==> config.mk <==
export PLATFORM = sky130hd
export DESIGN_NAME = mem_ctrl_flat
export DESIGN_NICKNAME = d
export VERILOG_FILES = /design/src/rtl/mem_ctrl_if.sv /design/src/rtl/mem_ctrl.sv /design/src/flat_wrapper.sv
export SDC_FILE = /design/constraint.sdc
export NUM_CORES = 1
export LEC_CHECK = 0
export BUFFER_PORTS_ARGS = -buffer_cell sky130_fd_sc_hd__buf_2
export CAP_MARGIN = 10
export CORE_MARGIN = 2
export CORE_UTILIZATION = 45
export CTS_CLUSTER_DIAMETER = 80
export DETAILED_ROUTE_END_ITERATION = 10
export GPL_TIMING_DRIVEN = 0
export PLACE_DENSITY = 0.73
export SLEW_MARGIN = 0
export SYNTH_ARGS = -nofsm -noshare
export SYNTH_HDL_FRONTEND = slang
export SYNTH_SLANG_ARGS = --single-unit
==> constraint.sdc <==
create_clock -name clk -period 4.2 [get_ports clk]
set_input_delay 0.42 -clock clk [delete_from_list [all_inputs] [get_ports clk]]
set_output_delay 0.42 -clock clk [all_outputs]
set_load 0.05 [all_outputs]
==> src/rtl/mem_ctrl_if.sv <==
// mem_ctrl_if: bundles everything between mem_ctrl and the outside world
// except clk/rst.
//   rdy, rollback           global enable and misprediction flush
//   if_*                    instruction-fetch requester (IF_LEN-byte reads)
//   lsb_*                   load/store buffer requester (1/2/4-byte accesses)
//   mem_*, io_buffer_full   byte-wide RAM/IO port
// slave  : seen from mem_ctrl
// master : seen from the requesters / RAM side (testbench)
interface mem_ctrl_if #(
  parameter int IF_LEN = 4
);
  logic                  rdy;
  logic                  rollback;
  logic                  if_en;
  logic [31:0]           if_addr;
  logic                  if_done;
  logic [IF_LEN*8-1:0]   if_data;
  logic                  lsb_en;
  logic                  lsb_wr;
  logic [31:0]           lsb_addr;
  logic [2:0]            lsb_len;
  logic [31:0]           lsb_w_data;
  logic                  lsb_done;
  logic [31:0]           lsb_r_data;
  logic [7:0]            mem_din;
  logic [7:0]            mem_dout;
  logic [31:0]           mem_a;
  logic                  mem_wr;
  logic                  io_buffer_full;

  modport slave (
    input  rdy, rollback, if_en, if_addr, lsb_en, lsb_wr, lsb_addr, lsb_len,
           lsb_w_data, mem_din, io_buffer_full,
    output if_done, if_data, lsb_done, lsb_r_data, mem_dout, mem_a, mem_wr
  );

  modport master (
    output rdy, rollback, if_en, if_addr, lsb_en, lsb_wr, lsb_addr, lsb_len,
           lsb_w_data, mem_din, io_buffer_full,
    input  if_done, if_data, lsb_done, lsb_r_data, mem_dout, mem_a, mem_wr
  );
endinterface

==> src/rtl/mem_ctrl.sv <==
// mem_ctrl: arbitrates the byte-wide RAM/IO port between instruction fetch
// and the load/store buffer. Each request is split into per-byte bus cycles;
// read bytes are reassembled little-endian.
// Ports:
//   clk, rst   clock, synchronous active-high reset
//   bus        mem_ctrl_if.slave (requesters, RAM port, rdy, rollback)
// Build option:
//   MEMCTRL_FAIR_ARB_EN  round-robin grant on simultaneous requests in IDLE;
//                        undefined = fixed LSB priority.
// Timing: mem_din in a cycle holds the byte addressed by mem_a one cycle
// earlier. Reads finish (done) in cycle n+1, writes in cycle n, counting
// cycle 0 as the cycle after the accepting edge.
module mem_ctrl #(
  parameter int IF_LEN = 4
) (
  input  logic      clk,
  input  logic      rst,
  mem_ctrl_if.slave bus
);
  localparam int BUF_B = (IF_LEN > 4) ? IF_LEN : 4;
  localparam int BUF_W = BUF_B * 8;

  typedef enum logic [1:0] {IDLE, IFETCH, LOAD, STORE} state_t;

  state_t              state_q, state_d;
  logic [6:0]          cnt_q, cnt_d;       // reads: cycle index; stores: bytes launched
  logic [6:0]          len_q, len_d;
  logic [31:0]         base_q, base_d;
  logic [31:0]         wdata_q, wdata_d;
  logic [BUF_W-1:0]    buf_q, buf_d;
  logic [31:0]         mem_a_q, mem_a_d;
  logic                mem_wr_q, mem_wr_d;
  logic [7:0]          dout_q, dout_d;
  logic                if_done_q, if_done_d;
  logic [IF_LEN*8-1:0] if_data_q, if_data_d;
  logic                lsb_done_q, lsb_done_d;
  logic [31:0]         lsb_r_data_q, lsb_r_data_d;
`ifdef MEMCTRL_FAIR_ARB_EN
  logic                last_lsb_q, last_lsb_d;  // 1 = LSB granted last
`endif

  // The RAM keeps returning data while rdy is low, but mem_a is frozen, so the
  // byte in flight at the first frozen edge would be overwritten on mem_din.
  // Park it here and use it at the first edge after rdy returns.
  logic                rdy_prev_q;
  logic [7:0]          din_q;
  logic [7:0]          din_sel;
  assign din_sel = rdy_prev_q ? bus.mem_din : din_q;

  logic lsb_ok, if_ok, grant_lsb, grant_if;
  logic [31:0] st_addr;

  function automatic logic is_io(input logic [31:0] a);
    return a[17:16] == 2'b11;
  endfunction

  // Done suppresses the same requester's en so a held request is not replayed.
  // Reads are blocked in a rollback cycle; stores are not.
  assign lsb_ok = bus.lsb_en && !lsb_done_q && (bus.lsb_wr || !bus.rollback);
  assign if_ok  = bus.if_en && !if_done_q && !bus.rollback;

`ifdef MEMCTRL_FAIR_ARB_EN
  assign grant_lsb = lsb_ok && (!if_ok || !last_lsb_q);
`else
  assign grant_lsb = lsb_ok;
`endif
  assign grant_if  = if_ok && !grant_lsb;

  assign st_addr = base_q + {25'd0, cnt_q};

  // state register
  always_ff @(posedge clk) begin
    if (rst)          state_q <= IDLE;
    else if (bus.rdy) state_q <= state_d;
  end

  // next state
  always_comb begin
    state_d = state_q;
    case (state_q)
      IDLE: begin
        if (grant_lsb)     state_d = bus.lsb_wr ? STORE : LOAD;
        else if (grant_if) state_d = IFETCH;
      end
      IFETCH, LOAD: begin
        if (bus.rollback || cnt_q == len_q) state_d = IDLE;
      end
      STORE: begin
        if (cnt_q == len_q) state_d = IDLE;
      end
      default: state_d = IDLE;
    endcase
  end

  // outputs / datapath next values
  always_comb begin
    cnt_d        = cnt_q;
    len_d        = len_q;
    base_d       = base_q;
    wdata_d      = wdata_q;
    buf_d        = buf_q;
    mem_a_d      = mem_a_q;
    mem_wr_d     = 1'b0;
    dout_d       = dout_q;
    if_done_d    = 1'b0;
    if_data_d    = if_data_q;
    lsb_done_d   = 1'b0;
    lsb_r_data_d = lsb_r_data_q;
`ifdef MEMCTRL_FAIR_ARB_EN
    last_lsb_d   = last_lsb_q;
`endif
    case (state_q)
      IDLE: begin
        mem_a_d = 32'd0;
        if (grant_lsb) begin
`ifdef MEMCTRL_FAIR_ARB_EN
          last_lsb_d = 1'b1;
`endif
          base_d  = bus.lsb_addr;
          len_d   = {4'd0, bus.lsb_len};
          wdata_d = bus.lsb_w_data;
          buf_d   = '0;
          mem_a_d = bus.lsb_addr;
          cnt_d   = 7'd0;
          if (bus.lsb_wr && !(is_io(bus.lsb_addr) && bus.io_buffer_full)) begin
            mem_wr_d = 1'b1;
            dout_d   = bus.lsb_w_data[7:0];
            cnt_d    = 7'd1;
          end
        end else if (grant_if) begin
`ifdef MEMCTRL_FAIR_ARB_EN
          last_lsb_d = 1'b0;
`endif
          base_d  = bus.if_addr;
          len_d   = 7'(IF_LEN);
          buf_d   = '0;
          mem_a_d = bus.if_addr;
          cnt_d   = 7'd0;
        end
      end
      IFETCH, LOAD: begin
        if (bus.rollback) begin
          mem_a_d = 32'd0;
          cnt_d   = 7'd0;
        end else begin
          // byte k arrives one cycle after its address, i.e. at cycle k+1
          if (cnt_q != 7'd0) buf_d[(int'(cnt_q) - 1) * 8 +: 8] = din_sel;
          if (cnt_q == len_q) begin
            mem_a_d = 32'd0;
            cnt_d   = 7'd0;
            if (state_q == IFETCH) begin
              if_done_d = 1'b1;
              if_data_d = buf_d[IF_LEN*8-1:0];
            end else begin
              lsb_done_d   = 1'b1;
              lsb_r_data_d = buf_d[31:0];
            end
          end else begin
            cnt_d   = cnt_q + 7'd1;
            mem_a_d = (cnt_q + 7'd1 < len_q) ? base_q + {25'd0, cnt_q} + 32'd1 : 32'd0;
          end
        end
      end
      STORE: begin
        if (cnt_q == len_q) begin
          lsb_done_d = 1'b1;
          mem_a_d    = 32'd0;
          cnt_d      = 7'd0;
        end else begin
          mem_a_d = st_addr;
          // a full IO FIFO turns this launch into a stall; retry next cycle
          if (!(is_io(st_addr) && bus.io_buffer_full)) begin
            mem_wr_d = 1'b1;
            dout_d   = wdata_q[{cnt_q[1:0], 3'b000} +: 8];
            cnt_d    = cnt_q + 7'd1;
          end
        end
      end
      default: ;
    endcase
  end

  always_ff @(posedge clk) begin
    if (rst) begin
      cnt_q        <= '0;
      len_q        <= '0;
      base_q       <= '0;
      wdata_q      <= '0;
      buf_q        <= '0;
      mem_a_q      <= '0;
      mem_wr_q     <= 1'b0;
      dout_q       <= '0;
      if_done_q    <= 1'b0;
      if_data_q    <= '0;
      lsb_done_q   <= 1'b0;
      lsb_r_data_q <= '0;
      rdy_prev_q   <= 1'b0;
      din_q        <= '0;
`ifdef MEMCTRL_FAIR_ARB_EN
      last_lsb_q   <= 1'b0;
`endif
    end else begin
      rdy_prev_q <= bus.rdy;
      if (rdy_prev_q) din_q <= bus.mem_din;
      if (bus.rdy) begin
        cnt_q        <= cnt_d;
        len_q        <= len_d;
        base_q       <= base_d;
        wdata_q      <= wdata_d;
        buf_q        <= buf_d;
        mem_a_q      <= mem_a_d;
        mem_wr_q     <= mem_wr_d;
        dout_q       <= dout_d;
        if_done_q    <= if_done_d;
        if_data_q    <= if_data_d;
        lsb_done_q   <= lsb_done_d;
        lsb_r_data_q <= lsb_r_data_d;
`ifdef MEMCTRL_FAIR_ARB_EN
        last_lsb_q   <= last_lsb_d;
`endif
      end
    end
  end

  assign bus.mem_a      = mem_a_q;
  assign bus.mem_dout   = dout_q;
  assign bus.mem_wr     = mem_wr_q & bus.rdy;
  assign bus.if_done    = if_done_q;
  assign bus.if_data    = if_data_q;
  assign bus.lsb_done   = lsb_done_q;
  assign bus.lsb_r_data = lsb_r_data_q;
endmodule
==> src/flat_wrapper.sv <==
// flat-port wrapper written by rule: the top's interface ports become plain ports
module mem_ctrl_flat 
#(
  parameter int IF_LEN = 4
)
  (clk, rst, bus_rdy, bus_rollback, bus_if_en, bus_if_addr, bus_lsb_en, bus_lsb_wr, bus_lsb_addr, bus_lsb_len, bus_lsb_w_data, bus_mem_din, bus_io_buffer_full, bus_if_done, bus_if_data, bus_lsb_done, bus_lsb_r_data, bus_mem_dout, bus_mem_a, bus_mem_wr);
  mem_ctrl_if #(.IF_LEN(IF_LEN)) bus_i ();
  input  logic clk;
  input  logic rst;
  input wire logic [$bits(bus_i.rdy)-1:0] bus_rdy;
  input wire logic [$bits(bus_i.rollback)-1:0] bus_rollback;
  input wire logic [$bits(bus_i.if_en)-1:0] bus_if_en;
  input wire logic [$bits(bus_i.if_addr)-1:0] bus_if_addr;
  input wire logic [$bits(bus_i.lsb_en)-1:0] bus_lsb_en;
  input wire logic [$bits(bus_i.lsb_wr)-1:0] bus_lsb_wr;
  input wire logic [$bits(bus_i.lsb_addr)-1:0] bus_lsb_addr;
  input wire logic [$bits(bus_i.lsb_len)-1:0] bus_lsb_len;
  input wire logic [$bits(bus_i.lsb_w_data)-1:0] bus_lsb_w_data;
  input wire logic [$bits(bus_i.mem_din)-1:0] bus_mem_din;
  input wire logic [$bits(bus_i.io_buffer_full)-1:0] bus_io_buffer_full;
  output wire logic [$bits(bus_i.if_done)-1:0] bus_if_done;
  output wire logic [$bits(bus_i.if_data)-1:0] bus_if_data;
  output wire logic [$bits(bus_i.lsb_done)-1:0] bus_lsb_done;
  output wire logic [$bits(bus_i.lsb_r_data)-1:0] bus_lsb_r_data;
  output wire logic [$bits(bus_i.mem_dout)-1:0] bus_mem_dout;
  output wire logic [$bits(bus_i.mem_a)-1:0] bus_mem_a;
  output wire logic [$bits(bus_i.mem_wr)-1:0] bus_mem_wr;
  assign bus_i.rdy = bus_rdy;
  assign bus_i.rollback = bus_rollback;
  assign bus_i.if_en = bus_if_en;
  assign bus_i.if_addr = bus_if_addr;
  assign bus_i.lsb_en = bus_lsb_en;
  assign bus_i.lsb_wr = bus_lsb_wr;
  assign bus_i.lsb_addr = bus_lsb_addr;
  assign bus_i.lsb_len = bus_lsb_len;
  assign bus_i.lsb_w_data = bus_lsb_w_data;
  assign bus_i.mem_din = bus_mem_din;
  assign bus_i.io_buffer_full = bus_io_buffer_full;
  assign bus_if_done = bus_i.if_done;
  assign bus_if_data = bus_i.if_data;
  assign bus_lsb_done = bus_i.lsb_done;
  assign bus_lsb_r_data = bus_i.lsb_r_data;
  assign bus_mem_dout = bus_i.mem_dout;
  assign bus_mem_a = bus_i.mem_a;
  assign bus_mem_wr = bus_i.mem_wr;
  mem_ctrl #(.IF_LEN(IF_LEN)) u_core (.clk(clk), .rst(rst), .bus(bus_i));
endmodule
---- Word-level counts from Yosys, hierarchy flattened ----
Cells that the tools add are included.
W data, S select, Z words.
word-level totals
  word-level logic and storage cells ...... 122
  register bits ........................... 228
  input port bits ......................... 115
  output and inout port bits .............. 107
cells by class
  bitwise logic cells ..................... 3
  shift operators ......................... 3
  equality and inequality tests ........... 15
  reduce and logical (&&, ||, !) cells .... 29
  add/subtract/negate cells ............... 5
  multiplexer cells ....................... 51
  order comparisons ....................... 1
operators with widths
  operator                   number
  $mux W32                   12
  $pmux W32 S3               1
  $pmux W32 S2               1
  $mux W7                    8
  $mux W8                    5
  $neg A32 Y33               1
  $shift A8 B33 Y32 const A  1
  $shiftx A8 B33 Y32         1
  $add A32 B1 Y32 const B    1
  $add A32 B7 Y32            1
  $bwmux W32                 1
  $shiftx A32 B6 Y8          1
  $pmux W7 S3                1
  $pmux W8 S2                1
  $mux W1                    14
  $reduce_and A5 Y1          2
  $reduce_and A3 Y1          3
  $eq A2 B2 Y1 const B       4
  $logic_and A1 B1 Y1        8
  $mux W2                    4
  $ne A2 B1 Y1 const B       4
  $reduce_and A4 Y1          2
  $sub A7 B1 Y8 const B      1
  $add A7 B1 Y7 const B      1
  17 further kinds           28

---- Longest topological paths before layout ----
Gate-level depths: netlist (run 1).
  depth after elaboration ................. 8
  depth in mapped cells ................... 21

---- Worst setup path before layout (run 1) ----
OpenSTA, ideal clock, no wires.
  kind .................................... reg2reg
  start ................................... register u_core.cnt_q[1]
  end ..................................... register u_core.lsb_r_data_q[6], in the netlist u_core.bus.lsb_r_data[6]
  data arrival time ....................... 3.990 ns
  path buffers ............................ 4
  cell stages (with the launch flop) ...... 21
  clock period less this slack ............ 4.060 ns
  slack ................................... 0.140 ns
  setup time .............................. 0.070 ns
  cells stage by stage .................... dfxtp_1 > clkbuf_1 > clkbuf_1 > inv_1 > ha_1 > nor3b_1 > xnor2_1 > and3_1 > clkbuf_1 > nand2_1 > ha_1 > nor4b_1 > nand3_1 > nor2_1 > o21ai_0 > a211oi_2 > buf_2 > nor2_1 > a21oi_1 > nand2_1 > a21oi_1
between the ends
  cells in the longest elaborated chain, start to end .. 5
  elaborated cells between the ends (all ways) .. 9
RTL lines
  element                                                         RTL line         source
  from (decl)                                                     mem_ctrl.sv:26   logic [6:0] cnt_q, cnt_d;
  from (signal assigned)                                          mem_ctrl.sv:206  cnt_q <= cnt_d;
  $sub A7 B1 Y8                                                   mem_ctrl.sv:147  if (cnt_q != 7'd0) buf_d[(int'(cnt_q) - 1) * 8 +: 8] = din_sel;
  $neg A32 Y33                                                    mem_ctrl.sv:147
  $shiftx A8 B33 Y32 / $shift A8 B33 Y32 (equally long branches)  mem_ctrl.sv:147
  $bwmux W32                                                      mem_ctrl.sv:147
  $mux W32                                                        mem_ctrl.sv:147
  to (signal assigned)                                            mem_ctrl.sv:217  lsb_r_data_q <= lsb_r_data_d;
  to (decl)                                                       mem_ctrl.sv:37   logic [31:0] lsb_r_data_q, lsb_r_data_d;
Parallel ways exist; a longest one is shown, timed or not.
A chain may end at the register's enable or synchronous reset.

---- Final worst setup path (run 1) ----
  start ................................... register u_core.cnt_q[0]
  end ..................................... register u_core.mem_a_q[29], in the netlist u_core.bus.mem_a[29]
between the ends
  cells in the longest elaborated chain, start to end .. 6
  elaborated cells between the ends (all ways) .. 10
RTL lines
  element                                                  RTL line                         source
  $add A32 B7 Y32 / $add A7 B1 Y7 (equally long branches)  mem_ctrl.sv:69, mem_ctrl.sv:160
  $add A32 B1 Y32 / $lt A7 B7 Y1 (equally long branches)   mem_ctrl.sv:160                  mem_a_d = (cnt_q + 7'd1 < len_q) ? base_q + {25'd0, cnt_q} + 32'd1 : 32'd0;
  $mux W32                                                 mem_ctrl.sv:160
  $mux W32                                                 mem_ctrl.sv:148                  if (cnt_q == len_q) begin
  $mux W32                                                 mem_ctrl.sv:142                  if (bus.rollback) begin
  $pmux W32 S3 (*)                                         mem_ctrl.sv:112                  case (state_q)
  to (signal assigned)                                     mem_ctrl.sv:211                  mem_a_q <= mem_a_d;
  to (decl)                                                mem_ctrl.sv:31                   logic [31:0] mem_a_q, mem_a_d;
Every way passes the cells marked *; elsewhere a longest branch is shown, timed or not.

==> impl_metrics.yaml, run 1 <==
critical_path:
  max_stage_delay_ns: 0.81
  cp-end-kind: "flip-flop"
  worst-path-max-fanout: 7
  critical_path_class: "reg -> reg"
  crit_end: "u_core.bus.mem_a[29]"
  arrival_ns: 4.69
  critical_path.slowest_cell: "nor4b_1"
  critical_path.most_common_cell: "a211o_1"
  rr_worst_depth: 11
  worstPathRequired_ns: 4.64
  timing.critical_path.from_type: "flip-flop"
  worst_path_cell_trace: "ha_1 > fa_1 > a211o_1 > a211o_1 > a211o_1 > nor3_2 > o211ai_1 > nor4b_1 > nand4_1 > xor2_1 > o41ai_1"
  critical_path.startpoint: "u_core.cnt_q[0]"
  r2r_start: "u_core.cnt_q[0]"
  timing.rr.end: "u_core.bus.mem_a[29]"
  reg2reg_setup_slack_ns: -0.04
placed_design:
  finalWeightedCongestion: 0.967
  dp_hpwl_microns: 33400
  worst_setup_timing_slack_at_the_placement_stage_ns: -0.931
  dp_cells: 2115
  port_buffers: 220
drt:
  post_drt_via_cell_ratio: 6.03
  drt_drc_violations_left: 0
  antenna_left: 0
  drt_first_pass_iters: 6
  wl_microns: 45400
  post_drt_wl_per_cell_microns: 20.9
  drtIter0Drc: 1212
  routed-via-count: 13100
finish:
  syn_to_final_growth_pct: 21.4
  final_layout_size_suffix_gt1_share_pct: 20.0
  area_of_the_multi_input_gates_sq_um: 7300
  finalNetCount: 1950
  fill_cells: 2533
  finish.cell_count_without_fillers: 2169
  final_common_cell: "nand2_1"
  most-common-layout-cells: "nand2_1, buf_2, dfxtp_1"
  final-seq-area_sq_um: 4490
synth:
  net_count_after_synthesis: 1696
  postSynth.topFlopCell: "dfxtp_1"
  synth_area_leader_cell: "dfxtp_1"
  syn-cell-area_sq_um: 12300
  synth_area_leaders: "dfxtp_1, nand2_1, nor2_1"
  synth.lib_cells_used.distinct: 86
  yosysTopAreaCellShare_pct: 36.4
  synth-edff-count: 0
  post_synth_inst_count: 1554
  yosys_register_bits: 224
  synth.yosys.seq_area_share_pct: 36.4
  synth-warning-count: 0
  async_flop_share_pct: 0
  syn_area_per_cell_sq_um: 7.92
hold_path:
  timing.hold.worst.class: "in -> reg"
  hold_path_startpoint: "bus_lsb_w_data[29]"
clocking:
  worst_skew_pair.late_latency_ns: 0.55
  cts.reportedPaths.clkPinSlew_ns: 0.06
  total_number_of_clock_tree_sinks: 224
  cts.htree.levels: 1
  cts.root.buffer_cell: "clkbuf_16"
  tritoncts.num_buffers: 26
  ctsLongestPathBuffers: 3
  tritoncts: "built"
pwr:
  power_per_cell_area_nw_per_um2: 384
  p_leak_uw: 0.00591
  worst_ir_drop_vdd_mv: 0.245
floorplan:
  floorplan.rows: 60
  die_h_microns: 169
  pin_count: 222
  initial_cell_density_of_the_core_pct: 45.8
  dieArea_sq_um: 28700
  design.core.area_sq_um: 26900
  chipWidth_microns: 169
run:
  timing.max_cap.violations: 0
sta:
  fmax_mhz: 236
  fin_worst_skew_ns: 0.0199
  max_slew.worst_pin.slew_ns: 1.17
  fin_crit_sh_pct: 101
  report.final.hold_viol_count: 0
  timing.final.crit_period_ns: 4.24
  setup_viol: 3
  setup_repair_after_global_routing_missed_its_margin: "yes"
  postLayoutSetupSlackWorst_ns: -0.0440
  final_max_slew_viol_count: 0
  max-slew-margin-rel_pct: 21.6
global_routing:
  grt_remaining_overflow: 0
  largest_net_degree_at_the_start_of_global_routing: 14
  antenna_found_initial: 5
  grt_pass1_vias: 12100
  grt_pass1_wl_microns: 68300
  groute.usage.overall_pct: 30.4
outcome:
  run_status: "complete, but fails checks"
  failing_checks: "negative setup slack"
==> cell families after synthesis <==
kind of cell | Yosys count | share of synthesized area (%)
compound gates | 385 | 21.0
xor+xnor | 50 | 3.77
fa+ha+maj | 27 | 2.80
buf+inv | 137 | 5.52
flops | 224 | 36.4
mux | 58 | 5.65
simple gates | 673 | 24.8
==> report_power, final <==
| part | total, uW | internal, uW | switching (uW) |
|---|---|---|---|
| logic | 1100 | 341 | 760 |
| clock network | 2330 | 1380 | 944 |
| registers | 2310 | 2230 | 86.3 |
| total | 5740 | 3950 | 1790 |
==> per-layer routing <==
| metal | track usage [%] | up-vias | share of wire (%) |
|---|---|---|---|
| met5 | 0 | - | 0.066 |
| met4 | 12.4 | 4 | 4.2 |
| met3 | 6.48 | 117 | 9.8 |
| met2 | 48.4 | 688 | 45 |
| met1 | 40.3 | 6210 | 41 |
| li1 | - | 6059 | - |
==> worst min path at each step <==
stage	slack, ns	cells past startpoint	end
floorplan	0.43	2	u_core.wdata_q[16]
global placement	0.44	2	u_core.wdata_q[23]
detailed placement	0.44	2	u_core.bus.if_data[6]
CTS	0.10	3	u_core.wdata_q[29]
global route	0.12	3	u_core.wdata_q[5]
finish	0.11	3	u_core.wdata_q[29]
==> cell type report <==
type	instances	share of cell area, %
buffer	113	4.14
clock inverter	10	0.996
timing repair buffer	229	7.80
clock buffer	36	4.81
inverter	21	0.527
antenna	2	0.0335
multi-input combinational	1193	48.8
sequential	224	30.0
tap	341	2.85
==> synthesized netlist by cell type (27+ instances only) <==
cell and instances:
a211oi_1 38, mux2i_1 38, a311oi_1 33, a21oi_1 120, nor2_1 195, clkbuf_1 93, nand3_1 36, dfxtp_1 224
o21ai_0 48, nand2_1 274, nor3_1 27
==> critical path, delay by kind of cell (launching register included) <==
| family | cells | cell delay (ns) |
|---|---|---|
| compound gates | 5 | 1.58 |
| xor+xnor | 1 | 0.18 |
| fa+ha+maj | 2 | 0.71 |
| flops | 1 | 0.39 |
| simple gates | 3 | 1.28 |
==> state kept, by name (all words and copies together), names as in the netlist <==
register,flops
u_core.bus.mem_a,32
u_core.mem_wr_q,1
u_core.bus.mem_dout,8
u_core.din_q,8
u_core.bus.lsb_done,1
u_core.buf_q,32
u_core.bus.if_data,32
u_core.wdata_q,32
u_core.rdy_prev_q,1
u_core.cnt_q,7
u_core.bus.if_done,1
u_core.state_q,2
u_core.bus.lsb_r_data,32
u_core.base_q,32
u_core.len_q,3
==> metrics by stage <==
stage / utilization [%] / setup TNS, ns / hold slack, ns / power, uW / instance area (sq um)
finish: 55.6 / -0.0966 / 0.110 / 5740 / 14900
global route: 55.6 / -2.32 / 0.123 / 5910 / 14900
CTS: 55.0 / 0 / 0.103 / 5710 / 14800
detailed placement: 51.5 / -72.56 / 0.442 / 3410 / 13800
global placement: 51.5 / -59.08 / 0.440 / 3400 / 13800
floorplan: - / 0 / 0.433 / 3050 / 12300
==> timing repair <==
action / CTS / global route
pin swaps: 1 / 5
gates cloned: 0 / 1
gates resized for setup: 18 / 30
endpoints found under the setup margin: 130 / 129
setup buffers: 3 / 5
hold buffers: 0 / 0
(Power assumes the default switching activity.)
==> inputs of run 2 (changes only) <==
--- a/config.mk
+++ b/config.mk
@@ -12,6 +12,7 @@
 export CTS_CLUSTER_DIAMETER = 80
 export DETAILED_ROUTE_END_ITERATION = 10
 export GPL_TIMING_DRIVEN = 0
+export MAX_ROUTING_LAYER = met4
 export PLACE_DENSITY = 0.73
 export SLEW_MARGIN = 0
 export SYNTH_ARGS = -nofsm -noshare
==> run 2 against run 1 <==
  * The run now ends clean
  * Sequential cell count unchanged
  * Non-clock buffer count did not move
  * Combinational power barely moved
  * Global-route usage up 0.87 points
  * Cell area did not move
  * Clock skew fell by 0.0056 ns
  * Fmax increased by 4.1%
  * Worst hold slack got worse by 0.0028 ns
  * First-iteration DRC count is 6.5% lower
  * Sequential share of layout area hardly changed
  * Largest cell class unchanged
  * Die area did not move
  * Cell count decreased by 0.18%
  * Highest routed layer is now met4
==> impl_metrics.yaml, run 2 (same netlist as run 1, synthesis figures left out) <==
outcome:
  run_status: "finished, final reports clean"
critical_path:
  r2r_start: "u_core.cnt_q[1]"
  critical_path.startpoint: "u_core.cnt_q[1]"
  crit_end: "u_core.bus.if_data[18]"
  timing.rr.end: "u_core.bus.if_data[18]"
  cp-end-kind: "flip-flop"
  worst_path_cell_trace: "clkbuf_4 > clkbuf_8 > inv_1 > ha_4 > nor3b_4 > xnor2_1 > and3_4 > nand2_1 > ha_1 > nor4b_2 > nand3_1 > nor2_2 > o211ai_1 > nor2_1 > nand2_2 > buf_2 > mux2i_2 > o21ai_0 > and2_1"
  rr_worst_depth: 19
  max_stage_delay_ns: 0.34
  cp.buffers_inverters: 4
  timing.critical_path.from_type: "flip-flop"
  worst-path-stages: 19
  critical_path_class: "reg -> reg"
  arrival_ns: 4.51
  critical_path.slowest_cell: "dfxtp_2"
  worstPathRequired_ns: 4.64
  reg2reg_setup_slack_ns: 0.12
  critPathTopFamily: "simple AND/OR/NAND/NOR gates"
  worst-path-max-fanout: 10
pwr:
  p_leak_uw: 0.00588
  worst_ir_drop_vdd_mv: 0.322
  finalPower_uw: 5580
  power_per_cell_area_nw_per_um2: 374
clocking:
  cts.htree.levels: 1
  worst_skew_pair.late_latency_ns: 0.55
  ctsLongestPathBuffers: 3
  tritoncts.num_buffers: 25
  tritoncts: "built"
  cts.root.buffer_cell: "clkbuf_16"
  total_number_of_clock_tree_sinks: 224
  cts.reportedPaths.clkPinSlew_ns: 0.06
  hold_buffers: 0
drt:
  antenna_left: 0
  drt_drc_violations_left: 0
  wl_microns: 45500
  drt_first_pass_iters: 9
  drtIter0Drc: 1133
  post_drt_wl_per_cell_microns: 21.0
  routed-via-count: 13000
  post_drt_via_cell_ratio: 6.00
sta:
  hold_ws_ns: 0.107
  fin_crit_sh_pct: 97.1
  fin_worst_skew_ns: 0.0143
  timing.final.crit_period_ns: 4.08
  fmax_mhz: 245
  max-slew-margin-rel_pct: 28.3
  max_slew.worst_pin.slew_ns: 1.07
  final_max_slew_viol_count: 0
  report.final.hold_viol_count: 0
  setup_viol: 0
hold_path:
  hold_path_startpoint: "bus_lsb_w_data[10]"
  timing.hold.worst.class: "in -> reg"
floorplan:
  floorplan.rows: 60
  pin_count: 222
  dieArea_sq_um: 28700
  chipWidth_microns: 169
  die_h_microns: 169
  design.core.area_sq_um: 26900
  initial_cell_density_of_the_core_pct: 45.8
global_routing:
  grt_remaining_overflow: 0
  antenna_found_initial: 5
  groute.usage.overall_pct: 31.3
  grt_pass1_vias: 12300
  largest_net_degree_at_the_start_of_global_routing: 14
  grt_pass1_wl_microns: 68400
finish:
  post-route-util_pct: 55.6
  final_common_cell: "nand2_1"
  most-common-layout-cells: "nand2_1, buf_2, dfxtp_1"
  finish.cell_count_without_fillers: 2165
  final_layout_size_suffix_gt1_share_pct: 20.7
  syn_to_final_growth_pct: 21.4
  finalNetCount: 1949
placed_design:
  port_buffers: 220
  dp_cells: 2115
  finalWeightedCongestion: 0.981
  dp_hpwl_microns: 33600
run:
  timing.max_cap.violations: 0
[run 2: cell count changes in the layout (fill, tap and decap cells not counted), moves of 3 or more]
cell and change:
a21oi_1 -4, a21oi_2 +4, diode_2 +3, a22oi_2 +3
mux2i_2 +3, a22oi_1 -3
[run 2: what timing repair did]
action | 4_1_cts | 5_1_grt
gates resized for setup | 21 | 47
endpoints found under the setup margin | 135 | 118
cloned | 0 | 1
buffers inserted | 4 | 3
pin swaps | 1 | 7
[run 2: worst min-delay path, delay by kind of cell]
family	cells	cell delay, ns
AND/OR/NAND/NOR	1	0.04
AO/OA/AOI/OAI	1	0.05
buffers and inverters	1	0.09
[run 2: per-stage QoR]
step	area (sq um)	setup TNS, ns	setup slack, ns
finish	14900	0	0.121
global route	14900	-1.15	-0.0766
detailed placement	13800	-78.53	-1.03
CTS	14700	0	0.00141
floorplan	12300	0	0.140
global placement	13800	-57.52	-0.835
[run 2: power breakdown]
| part | switching, uW | total [uW] | internal, uW |
|---|---|---|---|
| Clock | 896 | 2160 | 1260 |
| Sequential | 85.5 | 2310 | 2230 |
| Combinational | 767 | 1110 | 344 |
| Total | 1750 | 5580 | 3830 |
[run 2: worst min-delay path by stage]
stage | to | slack, ns | cells past startpoint
after floorplan | u_core.wdata_q[16] | 0.43 | 2
after global placement | u_core.wdata_q[6] | 0.44 | 2
after detailed placement | u_core.bus.if_data[5] | 0.44 | 2
after CTS | u_core.wdata_q[10] | 0.10 | 3
after global routing | u_core.wdata_q[10] | 0.11 | 3
final | u_core.wdata_q[10] | 0.11 | 3
[run 2: per-layer routing]
metal  global-route usage [%]  up-vias  share of wire, %
met3                     5.71      123               9.2
met5                        -        -                 0
met2                     48.6      666                44
met1                     40.1     6152                42
met4                     13.5        0               4.7
li1                         -     6052                 -
[run 2: cell type report]
cell class | count | area [sq um]
sequential | 224 | 4490
buffer | 113 | 631
antenna | 5 | 12.5
multi-input combinational | 1193 | 7360
clock buffer | 33 | 686
timing repair buffer | 229 | 1160
clock inverter | 6 | 98.8
fill | 2505 | 11900
inverter | 21 | 78.8
tap | 341 | 427
==> inputs of run 3 (changes only) <==
--- a/config.mk
+++ b/config.mk
@@ -11,7 +11,6 @@
 export CORE_UTILIZATION = 45
 export CTS_CLUSTER_DIAMETER = 80
 export DETAILED_ROUTE_END_ITERATION = 10
-export GPL_TIMING_DRIVEN = 0
 export MAX_ROUTING_LAYER = met4
 export PLACE_DENSITY = 0.73
 export SLEW_MARGIN = 0
==> run 3 against run 2 <==
  * Combinational power down 12%
  * Largest power group unchanged
  * Worst hold slack worse by 0.010 ns
  * Clock power rose by 6%
  * Power rose by 0.28%
  * Largest cell class unchanged
==> impl_metrics.yaml, run 3 (same netlist as run 1, synthesis figures left out) <==
finish:
  syn_to_final_growth_pct: 18.0
  post-route-util_pct: 54.1
  most-common-layout-cells: "nand2_1, dfxtp_1, buf_2"
  finish.cell_count_without_fillers: 2098
  final_common_cell: "nand2_1"
  final_layout_size_suffix_gt1_share_pct: 21.1
  finalNetCount: 1873
drt:
  antenna_left: 0
  drtIter0Drc: 1036
  post_drt_via_cell_ratio: 5.81
  wl_microns: 37500
  post_drt_wl_per_cell_microns: 17.9
  drt_first_pass_iters: 6
  routed-via-count: 12200
  drt_drc_violations_left: 0
hold_path:
  timing.hold.worst.class: "in -> reg"
critical_path:
  arrival_ns: 4.37
  critical_path.slowest_cell: "or4_1"
  worst-path-max-fanout: 7
  max_stage_delay_ns: 0.57
  timing.critical_path.from_type: "flip-flop"
  cp.buffers_inverters: 0
  critical_path.most_common_cell: "nor3_1"
  critical_path_class: "reg -> reg"
  critPathTopFamily: "compound AO/OA/AOI/OAI gates"
  reg2reg_setup_slack_ns: 0.24
  cp-end-kind: "flip-flop"
  worstPathRequired_ns: 4.61
  worst_path_cell_trace: "ha_1 > fa_1 > a211oi_2 > o21a_1 > o221ai_1 > nor3_1 > o2111ai_1 > or2_1 > or4_1 > a2111oi_0 > nor3_1"
clocking:
  total_number_of_clock_tree_sinks: 224
  worst_skew_pair.late_latency_ns: 0.56
  tritoncts: "built"
  ctsLongestPathBuffers: 3
  post-cts-setup-buffer-count: 0
  hold_buffers: 0
  cts.reportedPaths.clkPinSlew_ns: 0.06
  cts.htree.levels: 1
  tritoncts.num_buffers: 26
  cts.root.buffer_cell: "clkbuf_16"
sta:
  fin_crit_sh_pct: 94.3
  timing.final.crit_period_ns: 3.96
  fin_worst_skew_ns: 0.0237
  hold_ws_ns: 0.0972
  setup_viol: 0
  report.final.hold_viol_count: 0
  final_max_slew_viol_count: 0
  max_slew.worst_pin.slew_ns: 0.789
  final.setup.tns_ns: 0
  setup_repair_after_global_routing_missed_its_margin: "no"
  fmax_mhz: 253
  max-slew-margin-rel_pct: 47.4
pwr:
  worst_ir_drop_vdd_mv: 0.317
  p_leak_uw: 0.00585
  power_per_cell_area_nw_per_um2: 385
floorplan:
  dieArea_sq_um: 28700
  initial_cell_density_of_the_core_pct: 45.8
  chipWidth_microns: 169
  design.core.area_sq_um: 26900
  floorplan.rows: 60
  pin_count: 222
  die_h_microns: 169
global_routing:
  grt_pass1_wl_microns: 59900
  grt_pass1_vias: 11400
  grt_remaining_overflow: 0
  antenna_found_initial: 7
  groute.usage.overall_pct: 26.2
  largest_net_degree_at_the_start_of_global_routing: 83
placed_design:
  port_buffers: 221
  finalWeightedCongestion: 0.922
  dp_hpwl_microns: 26800
  dp_cells: 2044
run:
  timing.max_cap.violations: 0
outcome:
  run_status: "finished, final reports clean"
-- run 3: power by group --
part / switching (uW) / internal (uW)
registers: 96.5 / 2230
logic: 661 / 315
clock network: 937 / 1360
-- run 3: repair_timing --
item                       4_1_cts  5_1_grt
hold endpoints to repair         0        0
resized for setup                0        6
setup endpoints to repair        0       31
-- run 3: cell type report --
type,count,area [sq um]
diodes,8,20.0
inverters,21,78.8
clock inverters,7,92.6
repair buffers,265,1440
fillers,2540,12300
well taps,341,427
flip-flops and latches,224,4490
clock buffers,39,790
multi-input cells,1193,7200
-- run 3: path summary, 6_finish.rpt --
path                                    startpoint  cells past startpoint              endpoint
worst max-delay path               u_core.cnt_q[0]                     11  u_core.bus.mem_a[20]
worst min-delay path            bus_lsb_w_data[25]                      3    u_core.wdata_q[25]
worst max register to register     u_core.cnt_q[0]                     11  u_core.bus.mem_a[20]
worst min register to register  u_core.wdata_q[28]                      2    u_core.wdata_q[28]
-- run 3: per-stage QoR --
step	total power, uW	instance area (sq um)	worst slack, ns
finish	5600	14500	0.241
global route	5800	14500	0.0120
CTS	5620	14500	0.121
detailed placement	3330	13600	0.160
global placement	3320	13600	0.240
floorplan	3050	12300	0.140
-- run 3: worst reg2reg max path, cell delays in order (launching register included) --
cell	delay, ns
dfxtp_1	0.37
ha_1	0.23
fa_1	0.47
a211oi_2	0.35
o21a_1	0.27
o221ai_1	0.15
nor3_1	0.22
o2111ai_1	0.29
or2_1	0.32
or4_1	0.57
a2111oi_0	0.48
nor3_1	0.09
-- run 3: routing by layer --
metal / track usage, % / wire length (microns) / up-vias
met5: - / 0 / -
met4: 9.96 / 1420 / 0
met3: 5.43 / 2980 / 89
met2: 40.0 / 16700 / 456
met1: 34.3 / 16400 / 5729
li1: - / - / 5907
